**config.mk**
```make
export PLATFORM = sky130hd
export DESIGN_NAME = vcortex_fader_flat
export DESIGN_NICKNAME = d
export VERILOG_FILES = /design/src/rtl/vcortex_fader_if.sv /design/src/rtl/vcortex_fader.sv /design/src/flat_wrapper.sv
export SDC_FILE = /design/constraint.sdc
export NUM_CORES = 1
export LEC_CHECK = 0
export ABC_CLOCK_PERIOD_IN_PS = 9400
export BUFFER_PORTS_ARGS = -buffer_cell sky130_fd_sc_hd__buf_2
export CAP_MARGIN = 30
export CELL_PAD_IN_SITES_DETAIL_PLACEMENT = 1
export CELL_PAD_IN_SITES_GLOBAL_PLACEMENT = 1
export CORE_MARGIN = 8
export CORE_UTILIZATION = 32
export DETAILED_ROUTE_END_ITERATION = 16
export PLACE_DENSITY_LB_ADDON = 0.1
export SLEW_MARGIN = 5
export SYNTH_ARGS = -nofsm -noshare
export SYNTH_HDL_FRONTEND = slang
export SYNTH_SLANG_ARGS = --single-unit
```
**constraint.sdc**
```tcl
create_clock -name clk_ir -period 9.4 [get_ports clk_ir]
set_clock_uncertainty 0.2 [all_clocks]
set_input_delay 0.47 -clock clk_ir [delete_from_list [all_inputs] [get_ports clk_ir]]
set_output_delay 0.47 -clock clk_ir [all_outputs]
set_load 0.005 [all_outputs]
```
**src/rtl/vcortex_fader_if.sv**
```systemverilog
// Local bus between the fader (master) and the PWM duty RAM (slave).
// Write-only use: the master strobes one cycle, the slave acknowledges later.
interface vcortex_fader_if #(
  parameter int unsigned P_LB_ADDR_W = 12,
  parameter int unsigned P_LB_DATA_W = 16
) ();

  logic                   lb_wr_en_oh;
  logic                   lb_rd_en_oh;
  logic [P_LB_ADDR_W-1:0] lb_addr_od;
  logic [P_LB_DATA_W-1:0] lb_wr_data_od;
  logic                   lb_wr_valid_ih;

  modport master (
    output lb_wr_en_oh,
    output lb_rd_en_oh,
    output lb_addr_od,
    output lb_wr_data_od,
    input  lb_wr_valid_ih
  );

  modport slave (
    input  lb_wr_en_oh,
    input  lb_rd_en_oh,
    input  lb_addr_od,
    input  lb_wr_data_od,
    output lb_wr_valid_ih
  );

endinterface

```
**src/rtl/vcortex_fader.sv**
```systemverilog
// Per-channel intensity fader: on each fade tick walks all channels, steps current toward
// target and writes every changed value into the PWM duty RAM over the local bus.
module vcortex_fader #(
  parameter int unsigned                P_NO_CHANNELS  = 16,
  parameter int unsigned                P_LB_ADDR_W    = 12,
  parameter int unsigned                P_LB_DATA_W    = 16,
  parameter logic [P_LB_ADDR_W-1:0]     P_PWM_RAM_BASE = 12'h010,
  parameter logic [15:0]                P_DIV_DEFAULT  = 16'd50000,
  parameter int unsigned                P_TIMEOUT      = 64
) (
  input  logic                  clk_ir,
  input  logic                  rst_il,
  input  logic                  cfg_wr_en_ih,
  input  logic [4:0]            cfg_addr_id,
  input  logic [15:0]           cfg_wr_data_id,
  vcortex_fader_if.master       lb,
  output logic                  busy_oh,
  output logic                  timeout_err_oh,
  output logic                  overrun_oh
);

  localparam int unsigned ChW = (P_NO_CHANNELS > 1) ? $clog2(P_NO_CHANNELS) : 1;
  localparam int unsigned ToW = $clog2(P_TIMEOUT + 1);

  localparam logic [4:0] AddrStep = 5'd16;
  localparam logic [4:0] AddrDiv  = 5'd17;
  localparam logic [4:0] AddrCtrl = 5'd18;

  typedef logic [P_LB_DATA_W-1:0] data_t;

  typedef enum logic [1:0] {
    StIdle,
    StEval,
    StWrite,
    StWait
  } state_e;

  // Configuration registers
  data_t       target_q [P_NO_CHANNELS];
  data_t       step_q;
  logic [15:0] div_q;
  logic        enable_q;

  // Walk state
  data_t          current_q [P_NO_CHANNELS];
  state_e         state_q, state_d;
  logic [ChW-1:0] ch_q, ch_d;
  logic [ToW-1:0] wait_cnt_q, wait_cnt_d;

  // Tick and flags
  logic [15:0] tick_cnt_q, tick_cnt_d;
  logic        pending_q, pending_d;
  logic        terr_q, terr_d;
  logic        ovr_q, ovr_d;

  logic        cfg_target, cfg_step, cfg_div, cfg_ctrl, clr_flags;
  logic [15:0] div_eff;
  logic        tick, pend_take, overrun_set, timeout_set, next_ch;
  logic        cur_we, up;
  data_t       cur_ch, tgt_ch, diff, cur_new;

  // ---------------------------------------------------------------------------
  // Configuration port
  // ---------------------------------------------------------------------------
  assign cfg_target = cfg_wr_en_ih && (32'(cfg_addr_id) < P_NO_CHANNELS);
  assign cfg_step   = cfg_wr_en_ih && (cfg_addr_id == AddrStep);
  assign cfg_div    = cfg_wr_en_ih && (cfg_addr_id == AddrDiv);
  assign cfg_ctrl   = cfg_wr_en_ih && (cfg_addr_id == AddrCtrl);
  assign clr_flags  = cfg_ctrl && cfg_wr_data_id[1];

  always_ff @(posedge clk_ir or negedge rst_il) begin
    if (!rst_il) begin
      target_q <= '{default: '0};
      step_q   <= P_LB_DATA_W'(1);
      div_q    <= P_DIV_DEFAULT;
      enable_q <= 1'b0;
    end else begin
      if (cfg_target) target_q[cfg_addr_id[ChW-1:0]] <= P_LB_DATA_W'(cfg_wr_data_id);
      if (cfg_step)   step_q   <= P_LB_DATA_W'(cfg_wr_data_id);
      if (cfg_div)    div_q    <= cfg_wr_data_id;
      if (cfg_ctrl)   enable_q <= cfg_wr_data_id[0];
    end
  end

  // ---------------------------------------------------------------------------
  // Fade tick generator and pending-tick bookkeeping
  // ---------------------------------------------------------------------------
  assign div_eff = (div_q == 16'd0) ? 16'd1 : div_q;
  // >= rather than == so a shrinking divider cannot strand the counter above its wrap point
  assign tick    = enable_q && (tick_cnt_q >= (div_eff - 16'd1));

  assign pend_take   = (state_q == StIdle) && pending_q;
  assign overrun_set = tick && pending_q && !pend_take;

  always_comb begin
    tick_cnt_d = tick_cnt_q + 16'd1;
    if (!enable_q || tick) tick_cnt_d = 16'd0;

    pending_d = pending_q;
    if (!enable_q)      pending_d = 1'b0;
    else if (tick)      pending_d = 1'b1;
    else if (pend_take) pending_d = 1'b0;

    ovr_d = ovr_q;
    if (clr_flags)   ovr_d = 1'b0;
    if (overrun_set) ovr_d = 1'b1;

    terr_d = terr_q;
    if (clr_flags)   terr_d = 1'b0;
    if (timeout_set) terr_d = 1'b1;
  end

  always_ff @(posedge clk_ir or negedge rst_il) begin
    if (!rst_il) begin
      tick_cnt_q <= 16'd0;
      pending_q  <= 1'b0;
      ovr_q      <= 1'b0;
      terr_q     <= 1'b0;
    end else begin
      tick_cnt_q <= tick_cnt_d;
      pending_q  <= pending_d;
      ovr_q      <= ovr_d;
      terr_q     <= terr_d;
    end
  end

  // ---------------------------------------------------------------------------
  // Ramp arithmetic for the channel under evaluation
  // ---------------------------------------------------------------------------
  assign cur_ch = current_q[ch_q];
  assign tgt_ch = target_q[ch_q];
  assign up     = tgt_ch > cur_ch;
  assign diff   = up ? (tgt_ch - cur_ch) : (cur_ch - tgt_ch);

  always_comb begin
    cur_new = tgt_ch;
    // diff > step guarantees the +/- below cannot wrap
    if (step_q != '0 && diff > step_q) begin
      cur_new = up ? (cur_ch + step_q) : (cur_ch - step_q);
    end
  end

  // ---------------------------------------------------------------------------
  // Channel walk FSM
  // ---------------------------------------------------------------------------
  always_comb begin
    state_d     = state_q;
    ch_d        = ch_q;
    wait_cnt_d  = wait_cnt_q;
    cur_we      = 1'b0;
    timeout_set = 1'b0;
    next_ch     = 1'b0;

    unique case (state_q)
      StIdle: begin
        if (pending_q) begin
          ch_d    = '0;
          state_d = StEval;
        end
      end
      StEval: begin
        if (cur_ch == tgt_ch) begin
          next_ch = 1'b1;
        end else begin
          cur_we  = 1'b1;
          state_d = StWrite;
        end
      end
      StWrite: begin
        wait_cnt_d = '0;
        state_d    = StWait;
      end
      StWait: begin
        if (lb.lb_wr_valid_ih) begin
          next_ch = 1'b1;
        end else if (wait_cnt_q == ToW'(P_TIMEOUT - 1)) begin
          timeout_set = 1'b1;
          next_ch     = 1'b1;
        end else begin
          wait_cnt_d = wait_cnt_q + ToW'(1);
        end
      end
      default: state_d = StIdle;
    endcase

    if (next_ch) begin
      if (ch_q == ChW'(P_NO_CHANNELS - 1)) begin
        state_d = StIdle;
      end else begin
        ch_d    = ch_q + ChW'(1);
        state_d = StEval;
      end
    end
  end

  always_ff @(posedge clk_ir or negedge rst_il) begin
    if (!rst_il) begin
      state_q    <= StIdle;
      ch_q       <= '0;
      wait_cnt_q <= '0;
    end else begin
      state_q    <= state_d;
      ch_q       <= ch_d;
      wait_cnt_q <= wait_cnt_d;
    end
  end

  always_ff @(posedge clk_ir or negedge rst_il) begin
    if (!rst_il) begin
      current_q <= '{default: '0};
    end else if (cur_we) begin
      current_q[ch_q] <= cur_new;
    end
  end

  // ---------------------------------------------------------------------------
  // Outputs: decoded from registered state so reset clears them without a clock
  // ---------------------------------------------------------------------------
  assign lb.lb_wr_en_oh   = (state_q == StWrite);
  assign lb.lb_rd_en_oh   = 1'b0;
  assign lb.lb_addr_od    = (state_q == StWrite) ? (P_PWM_RAM_BASE + P_LB_ADDR_W'(ch_q)) : '0;
  assign lb.lb_wr_data_od = (state_q == StWrite) ? cur_ch : '0;

  assign busy_oh        = (state_q != StIdle);
  assign timeout_err_oh = terr_q;
  assign overrun_oh     = ovr_q;

endmodule

```
**src/flat_wrapper.sv**
```systemverilog
// flat-port wrapper written by rule: the top's interface ports become plain ports
module vcortex_fader_flat 
#(
  parameter int unsigned                P_NO_CHANNELS  = 16,
  parameter int unsigned                P_LB_ADDR_W    = 12,
  parameter int unsigned                P_LB_DATA_W    = 16,
  parameter logic [P_LB_ADDR_W-1:0]     P_PWM_RAM_BASE = 12'h010,
  parameter logic [15:0]                P_DIV_DEFAULT  = 16'd50000,
  parameter int unsigned                P_TIMEOUT      = 64
)
  (clk_ir, rst_il, cfg_wr_en_ih, cfg_addr_id, cfg_wr_data_id, busy_oh, timeout_err_oh, overrun_oh, lb_lb_wr_en_oh, lb_lb_rd_en_oh, lb_lb_addr_od, lb_lb_wr_data_od, lb_lb_wr_valid_ih);
  vcortex_fader_if #(.P_LB_ADDR_W(P_LB_ADDR_W), .P_LB_DATA_W(P_LB_DATA_W)) lb_i ();
  input  logic clk_ir;
  input  logic rst_il;
  input  logic cfg_wr_en_ih;
  input  logic [4:0] cfg_addr_id;
  input  logic [15:0] cfg_wr_data_id;
  output logic busy_oh;
  output logic timeout_err_oh;
  output logic overrun_oh;
  output wire logic [$bits(lb_i.lb_wr_en_oh)-1:0] lb_lb_wr_en_oh;
  output wire logic [$bits(lb_i.lb_rd_en_oh)-1:0] lb_lb_rd_en_oh;
  output wire logic [$bits(lb_i.lb_addr_od)-1:0] lb_lb_addr_od;
  output wire logic [$bits(lb_i.lb_wr_data_od)-1:0] lb_lb_wr_data_od;
  input wire logic [$bits(lb_i.lb_wr_valid_ih)-1:0] lb_lb_wr_valid_ih;
  assign lb_lb_wr_en_oh = lb_i.lb_wr_en_oh;
  assign lb_lb_rd_en_oh = lb_i.lb_rd_en_oh;
  assign lb_lb_addr_od = lb_i.lb_addr_od;
  assign lb_lb_wr_data_od = lb_i.lb_wr_data_od;
  assign lb_i.lb_wr_valid_ih = lb_lb_wr_valid_ih;
  vcortex_fader #(.P_NO_CHANNELS(P_NO_CHANNELS), .P_LB_ADDR_W(P_LB_ADDR_W), .P_LB_DATA_W(P_LB_DATA_W), .P_PWM_RAM_BASE(P_PWM_RAM_BASE), .P_DIV_DEFAULT(P_DIV_DEFAULT), .P_TIMEOUT(P_TIMEOUT)) u_core (.clk_ir(clk_ir), .rst_il(rst_il), .cfg_wr_en_ih(cfg_wr_en_ih), .cfg_addr_id(cfg_addr_id), .cfg_wr_data_id(cfg_wr_data_id), .lb(lb_i), .busy_oh(busy_oh), .timeout_err_oh(timeout_err_oh), .overrun_oh(overrun_oh));
endmodule
```
**Yosys cells after proc, flatten, opt, wreduce, memory -nomap -nowiden**

Cells that the tools add are included.

- Add/subtract/negate cells: 9
- $lt $le $gt $ge: 8
- Equality and inequality tests: 14
- Multiplexer cells: 45
- Bitwise operators: 2
- Reduce and logical (&&, ||, !) cells: 25

Operators with widths:

| kind | number |
|---|---|
| $bwmux 256 | 2 |
| $mux 16 | 12 |
| $bmux 16 s4 | 2 |
| $demux 16 s4 | 2 |
| $sub 16x16->16 | 3 |
| $gt 16x16->1 | 2 |
| $add 16x1->16 const B | 1 |
| $add 16x16->16 | 1 |
| $eq 16x16->1 | 1 |
| $ge 16x16->1 | 1 |
| $logic_not 16->1 | 1 |
| $mux 4 | 4 |
| $reduce_bool 16->1 | 1 |
| $sub 16x1->16 const B | 1 |
| $eq 5x5->1 const B | 3 |
| $mux 1 | 14 |
| $mux 7 | 2 |
| $pmux 7 s2 | 1 |
| $logic_and 1x1->1 | 12 |
| $mux 12 | 1 |
| $ge 5x5->1 const B | 2 |
| $lt 5x1->1 const B | 2 |
| $not 4->5 | 2 |
| $reduce_bool 2->1 | 4 |
| 20 further kinds | 26 |

- Bits in registers: 577
- Input bits: 25
- Output and inout bits: 33

**Logic depth before layout (Yosys ltp)**

Gate-level depths: netlist (run 1).

- Depth in word-level cells: 10
- Gate-level depth with buffers: 32

**Worst setup path before layout (run 1)**

Ideal clock, no wire load.

- Path type: reg-to-reg
- From: register u_core.ch_q[0]
- To: register u_core.current_q[106] (netlist bit)
- Setup time: 0.133 ns
- Arrival time: 6.981 ns
- Required time: 9.067 ns
- Slack: 2.086 ns
- Stages on the path, launching flop included: 31
- Path buffers: 10
- Clock period less this slack: 7.314 ns
- Cells stage by stage: dfrtp_1 buf_2 buf_6 buf_6 buf_2 buf_1 mux4_2 mux4_2 inv_1 ha_1 buf_4 a211oi_1 o21ai_1 a211oi_1 o22a_1 buf_6 mux2_4 a211o_1 a32oi_1 xnor2_1 ha_1 nand4_1 nor3_1 o211ai_1 o211ai_1 o311ai_1 buf_4 buf_4 a22oi_1 clkbuf_1 o21ai_0

- Cells in the longest elaborated chain, start to end: 10
- Elaborated cells between the ends (all ways): 26
- Classes of those cells: add/sub (4); order compare (4); eq/ne (1); mux (14); bitwise (1); reduce/logical (2)

RTL lines:

| element | line | RTL |
|---|---|---|
| start: declaration | vcortex_fader.sv:47 | `logic [ChW-1:0] ch_q, ch_d;` |
| start signal: assignment | vcortex_fader.sv:203 | `ch_q <= ch_d;` |
| $not 4->5 (implied by the code) * | vcortex_fader.sv:130, vcortex_fader.sv:131, vcortex_fader.sv:212 |  |
| $bmux 16 s4 (on tied branches) | vcortex_fader.sv:130, vcortex_fader.sv:131 |  |
| $mux 16 (on tied branches) (2 in series) | vcortex_fader.sv:130, vcortex_fader.sv:131 |  |
| $sub 16x16->16 / $gt 16x16->1 (equally long branches) | vcortex_fader.sv:133, vcortex_fader.sv:132 |  |
| $mux 16 | vcortex_fader.sv:133 | `assign diff = up ? (tgt_ch - cur_ch) : (cur_ch - tgt_ch);` |
| $gt 16x16->1 | vcortex_fader.sv:138 | `if (step_q != '0 && diff > step_q) begin` |
| $logic_and 1x1->1 | vcortex_fader.sv:138 |  |
| $mux 16 | vcortex_fader.sv:138 |  |
| $bwmux 256 | vcortex_fader.sv:212 | `current_q[ch_q] <= cur_new;` |
| end signal: indexed assignment | vcortex_fader.sv:212 |  |
| end: declaration | vcortex_fader.sv:45 | `data_t current_q [P_NO_CHANNELS];` |

Every way passes the cells marked *; elsewhere a longest branch is shown, timed or not. The select of a mux whose other input is x is not followed.
A chain may end at the register's enable or synchronous reset.

**Worst setup path in the final report (run 1)**

- From: register u_core.ch_q[0]
- To: register u_core.current_q[81] (netlist bit)

Same word-level chain as after synthesis.

==> out/summary.txt, run 1 <==
TritonCTS Sinks - 577
Layout cells sized above 1 - 28.49%
Hold Violations, Final - 0
Detail Route Antenna Nets - 0
Worst path max stage delay - 0.80 ns
Most common cell after layout, fill and taps aside - dfrtp_1
Crit. End Element - register
Die H - 318.3 um
Post-synth EDFFs - 0
Initial Utilization - 32.11%
Clock insertion delay at the later pin of the skew report - 0.64 ns
Antenna violations before repair - 0
Area Overhead vs Synth - 14.28%
Clk root buf - clkbuf_16
Crit-path leading delay family - compound AO/OA/AOI/OAI gates
Vias per cell - 5.246
TNS Setup - 0 ns
Crit-path cells - buf_12, mux4_2, mux4_2, ha_1, a211oi_1, o21ai_1, a211oi_1, o22ai_2, buf_4, nor3_1, nor2_1, a311oi_1, xnor2_1, ha_1, nand4_1, nor3_1, o211ai_1, o211ai_1, o311ai_4, buf_8, buf_4, mux2i_1, buf_4, o21ai_0
CTS tree - done
Maximum buffer depth of the clock tree - 3
CP max-delay cell - dfrtp_4
Residual DRC count - 0
Most frequent cells in the layout - dfrtp_1 (566), nand2_1 (298), mux2_2 (291), o21ai_0 (273), mux4_2 (159)
TritonCTS buffer count - 72
Total number of vias - 19,500
Clock transition at path regs - 0.06 ns
Placeable Area - 91,110 um2
Fin crit period - 8.205 ns
WP buf/inv - 5
Post-CTS Setup Repair Bufs - 0
Avg WL per Cell - 24.71 um
Vias in the first global route - 21,220
Async SR Flop Fraction - 100.0%
Pins Over Slew Limit - 0
Critical path launch point type - register
Crit Path Class - register to register
Synth Register Bits - 577
Worst R2R Setup Slack - 1.19 ns
Most used DFF post-synth - dfrtp_1
Pin count of the biggest net entering global routing - 161
GP Congestion - 0.8360
Global-route wire length before repair - 140,600 um
Rel. slew slack - 30.15%
# rows - 111
Worst EP arrival - 8.47 ns
Worst-margin pin slew - 1.048 ns
Netlist cell types - 72
H-tree depth - 3
Crit path top cell by count - buf_4
Detailed Routing Iterations Pass 1 - 5
HP Class - input port to register
PortBufs - 49
Critical path required time - 9.66 ns
Setup-failing EPs final - 0
Die ar. - 101,300 um2
# nets final - 2,595
Grt ovf - 0
Final HPWL DP - 60,700 um
IO Count - 58
CP max FO - 26
Mapped Area - 29,250 um2
Fmax - 121.9 MHz
Routed WL - 91,860 um
GRT Overall Usage - 18.18%
RSZ-0062 raised after global routing - false
DIE WIDTH - 318.3 um
Cell count after synthesis - 2,446
Starting DRT DRC Count - 968
Sequential-to-total area share from yosys stat - 49.39%
Final period util - 87.29%
Status - finished, final reports clean
Yosys warning count - 0
Average cell area after synthesis - 11.96 um2
Max_cap viols - 0
cell families (layout without fill, tap and decap cells):
family / after synthesis / count (layout) / share of synthesized area (%)
AND/OR/NAND/NOR: 555 / 555 / 8.247
flip-flops: 577 / 577 / 49.39
XOR/XNOR: 68 / 68 / 2.036
other: 1 / 9 / 0.01282
multiplexers: 466 / 466 / 24.01
AO/OA/AOI/OAI: 434 / 434 / 8.521
adder cells (fa/ha/maj): 95 / 95 / 4.140
buffers and inverters: 250 / 328 / 3.644
synthesized netlist by cell type (5+ instances only):
master,instances,area share (%)
buf_2,20,0.34
buf_6,6,0.23
clkbuf_2,7,0.12
nand4_1,9,0.19
o31ai_1,9,0.23
ha_1,92,3.9
dfrtp_1,570,49
xor2_1,23,0.69
o21bai_1,6,0.15
nor2b_1,13,0.28
nor3b_1,5,0.13
a211oi_1,8,0.21
and2_1,6,0.13
nor3_1,17,0.29
mux4_2,159,12
buf_1,9,0.12
o21ai_0,273,4.7
xnor2_1,45,1.3
clkbuf_1,124,1.6
buf_4,13,0.33
nand2b_1,9,0.19
a21o_1,26,0.67
inv_1,71,0.91
nand2_1,298,3.8
nand3_1,48,0.82
mux2i_1,15,0.51
nor2_1,114,1.5
a31oi_1,5,0.11
a21oi_1,61,1.0
and3_1,10,0.21
mux2_2,291,11
dfstp_2,7,0.63
final timing paths:
| check | start | endpoint | depth (start not counted) |
|---|---|---|---|
| worst max-delay path | u_core.ch_q[0] | u_core.current_q[81] | 24 |
| worst min-delay path | cfg_addr_id[3] | u_core.target_q[178] | 4 |
| worst max register to register | u_core.ch_q[0] | u_core.current_q[81] | 24 |
| worst min register to register | u_core.current_q[221] | u_core.current_q[221] | 2 |
| max in group asynchronous | rst_il | u_core.current_q[102] | 4 |
| min in group asynchronous | rst_il | u_core.wait_cnt_q[2] | 2 |
per-stage QoR:
| step | hold WS, ns | cells | worst slack (ns) | utilization (%) | area, um2 |
|---|---|---|---|---|---|
| 2_1_floorplan | -0.02559 | 2453 | 2.086 | - | 29280 |
| 3_3_place_gp | 0.2571 | 3582 | 1.267 | 33.92 | 30900 |
| 3_5_place_dp | 0.2668 | 3583 | 1.161 | 33.93 | 30910 |
| 4_1_cts | 0.09831 | 3715 | 1.099 | 36.64 | 33380 |
| 5_1_grt | 0.1501 | 3717 | 0.7571 | 36.69 | 33430 |
| 6_report | 0.1460 | 3718 | 1.195 | 36.69 | 33430 |
state kept, by name, indices dropped and copies added, names as in the netlist, 2 cells and up:
| register | count |
|---|---|
| u_core.tick_cnt_q | 16 |
| u_core.step_q | 16 |
| u_core.div_q | 16 |
| u_core.target_q | 256 |
| u_core.current_q | 256 |
| u_core.ch_q | 4 |
| u_core.state_q | 2 |
| u_core.wait_cnt_q | 7 |
cell type report:
class | instances | area, um2
multi-input combinational | 1626 | 13810
tap | 1186 | 1484
clock buffer | 112 | 2155
inverter | 71 | 266.5
antenna | 1 | 2.502
clock inverter | 18 | 297.8
fill | 9716 | 57680
timing repair buffer | 127 | 952.2
sequential | 577 | 14460
worst register-to-register path: stages (launching register included):
cell and delay (ns):
dfrtp_4 0.80, buf_12 0.37, mux4_2 0.55, mux4_2 0.56, ha_1 0.48, a211oi_1 0.31, o21ai_1 0.12, a211oi_1 0.70
o22ai_2 0.43, buf_4 0.31, nor3_1 0.20, nor2_1 0.10, a311oi_1 0.37, xnor2_1 0.14, ha_1 0.32, nand4_1 0.13
nor3_1 0.26, o211ai_1 0.15, o211ai_1 0.17, o311ai_4 0.20, buf_8 0.20, buf_4 0.19, mux2i_1 0.32, buf_4 0.30
o21ai_0 0.16
what timing repair did:
item | CTS | global route
resized for setup | 0 | 0
hold buffers | 2 | 0
hold endpoints to repair | 83 | 0
metal layers:
metal  track usage [%]  up-vias  wire (um)
met5                 0        -          0
met4             6.674        0       3226
met3             3.125      147       3525
met2             29.38      314      42980
met1             24.47    10240      42120
li1                  -     8798          -
Power of run 1 is not shown: default switching activity piles up to over one toggle a cycle in this logic, so the estimate is an artifact.
==> run 2, diff against run 1 <==
Settings changed: CORE_MARGIN 8 to default.
==> run 2 against run 1 <==
Critical path type unchanged. Cell count is 0.65% lower. Flip-flop and latch count is the same. Sequential share of layout area rose by 0.42 points.
==> out/summary.txt, run 2 (synthesis gave the netlist of run 1 again) <==
Status - finished, final reports clean
# nets final - 2,588
CTS tree - done
Max_cap viols - 0
CP max FO - 20
TritonCTS Sinks - 577
Initial Utilization - 32.40%
Clock transition at path regs - 0.06 ns
Fmax - 120.7 MHz
Crit-path leading delay family - compound AO/OA/AOI/OAI gates
Routed WL - 90,100 um
Inserted Diodes - 0
Worst R2R Setup Slack - 1.12 ns
Die H - 304.3 um
Global-route wire length before repair - 140,000 um
Most frequent cells in the layout - dfrtp_1 (566), nand2_1 (298), mux2_2 (291), o21ai_0 (273), mux4_2 (159)
Pins Over Slew Limit - 0
Residual DRC count - 0
Total number of vias - 19,270
GRT Overall Usage - 20.01%
# fillers - 9,598
Most common cell after layout, fill and taps aside - dfrtp_1
Final design utilization - 36.67%
Rel. slew slack - 31.66%
Stages on the worst setup path - 25
Placeable Area - 90,290 um2
Pin count of the biggest net entering global routing - 163
Worst r2r path cells - 25
Final period util - 88.13%
H-tree depth - 3
Final std cell area, no fill - 33,110 um2
Setup-failing EPs final - 0
Avg WL per Cell - 24.39 um
TNS Setup - 0 ns
Final HPWL DP - 59,310 um
DIE WIDTH - 304.3 um
R2r startpoint - u_core.ch_q[0]
Starting DRT DRC Count - 967
Post-CTS sizing - 0
Antenna violations before repair - 7
Hold Violations, Final - 0
RSZ-0062 raised after global routing - false
Die ar. - 92,630 um2
Critical R2R Capture - u_core.current_q[163]
Clk root buf - clkbuf_16
Worst EP arrival - 8.56 ns
Detailed Routing Iterations Pass 1 - 5
TritonCTS buffer count - 71
HP Class - input port to register
Worst Setup EP - u_core.current_q[163]
Clock insertion delay at the later pin of the skew report - 0.63 ns
Grt ovf - 0
Crit. End Element - register
CP max-delay cell - dfrtp_4
Layout cells sized above 1 - 28.32%
Hold depth - 2
Fin crit period - 8.284 ns
Vias in the first global route - 21,260
# rows - 110
Largest regs - u_core.current_q x256, u_core.target_q x256
WP buf/inv - 5
Area Overhead vs Synth - 13.18%
GP Congestion - 0.8534
PortBufs - 49
Crit path top cell by count - buf_4
Crit path from - u_core.ch_q[0]
Vias per cell - 5.215
Post-DP Area - 30,880 um2
IO Count - 58
Critical path launch point type - register
Detail Route Antenna Nets - 0
Critical path required time - 9.68 ns
Worst path max stage delay - 0.67 ns
Maximum buffer depth of the clock tree - 3
Worst-margin pin slew - 1.025 ns
Crit Path Class - register to register
==> run 2: cell type report <==
cell class              count  area [um2]  share of cell area [%]
clock inverters            21       170.2                  0.5140
well taps                1176        1471                   4.444
clock buffers             102        2033                   6.141
flip-flops and latches    577       14460                   43.68
multi-input cells        1626       13810                   41.71
inverters                  71       266.5                  0.8050
repair buffers            121       895.9                   2.706
==> run 2: metrics by stage <==
step                      instances  setup slack, ns  hold slack [ns]
after detailed placement       3568           0.8544           0.2685
after CTS                      3693           0.7988           0.1365
after global routing           3694           0.6146           0.1674
after floorplan                2453            2.086         -0.02559
final                          3694            1.116           0.1774
after global placement         3567            1.227           0.2565
==> run 2: worst min-delay path by stage <==
stage	to	slack [ns]	startpoint
after floorplan	u_core.ch_q[0]	-0.03	rst_il
after global placement	u_core.current_q[144]	0.26	u_core.current_q[144]
after detailed placement	u_core.current_q[213]	0.27	u_core.current_q[213]
after CTS	u_core.div_q[8]	0.14	cfg_wr_data_id[8]
after global routing	u_core.div_q[8]	0.17	cfg_wr_data_id[8]
final	u_core.div_q[11]	0.18	cfg_wr_data_id[11]
==> run 2: repair_timing <==
| item | CTS | global route |
|---|---|---|
| hold endpoints to repair | 101 | 0 |
| hold buffers | 2 | 0 |
| buffers inserted | 0 | 0 |
==> run 2: layer usage <==
metal,GRT usage (%),share of wire [%],up-vias
met4,4.980,2.1,2
met1,28.62,49,10140
met2,31.88,46,237
li1,-,-,8781
met3,2.834,2.6,102
met5,0,0.019,-
Power of run 2 is left out for the same reason.
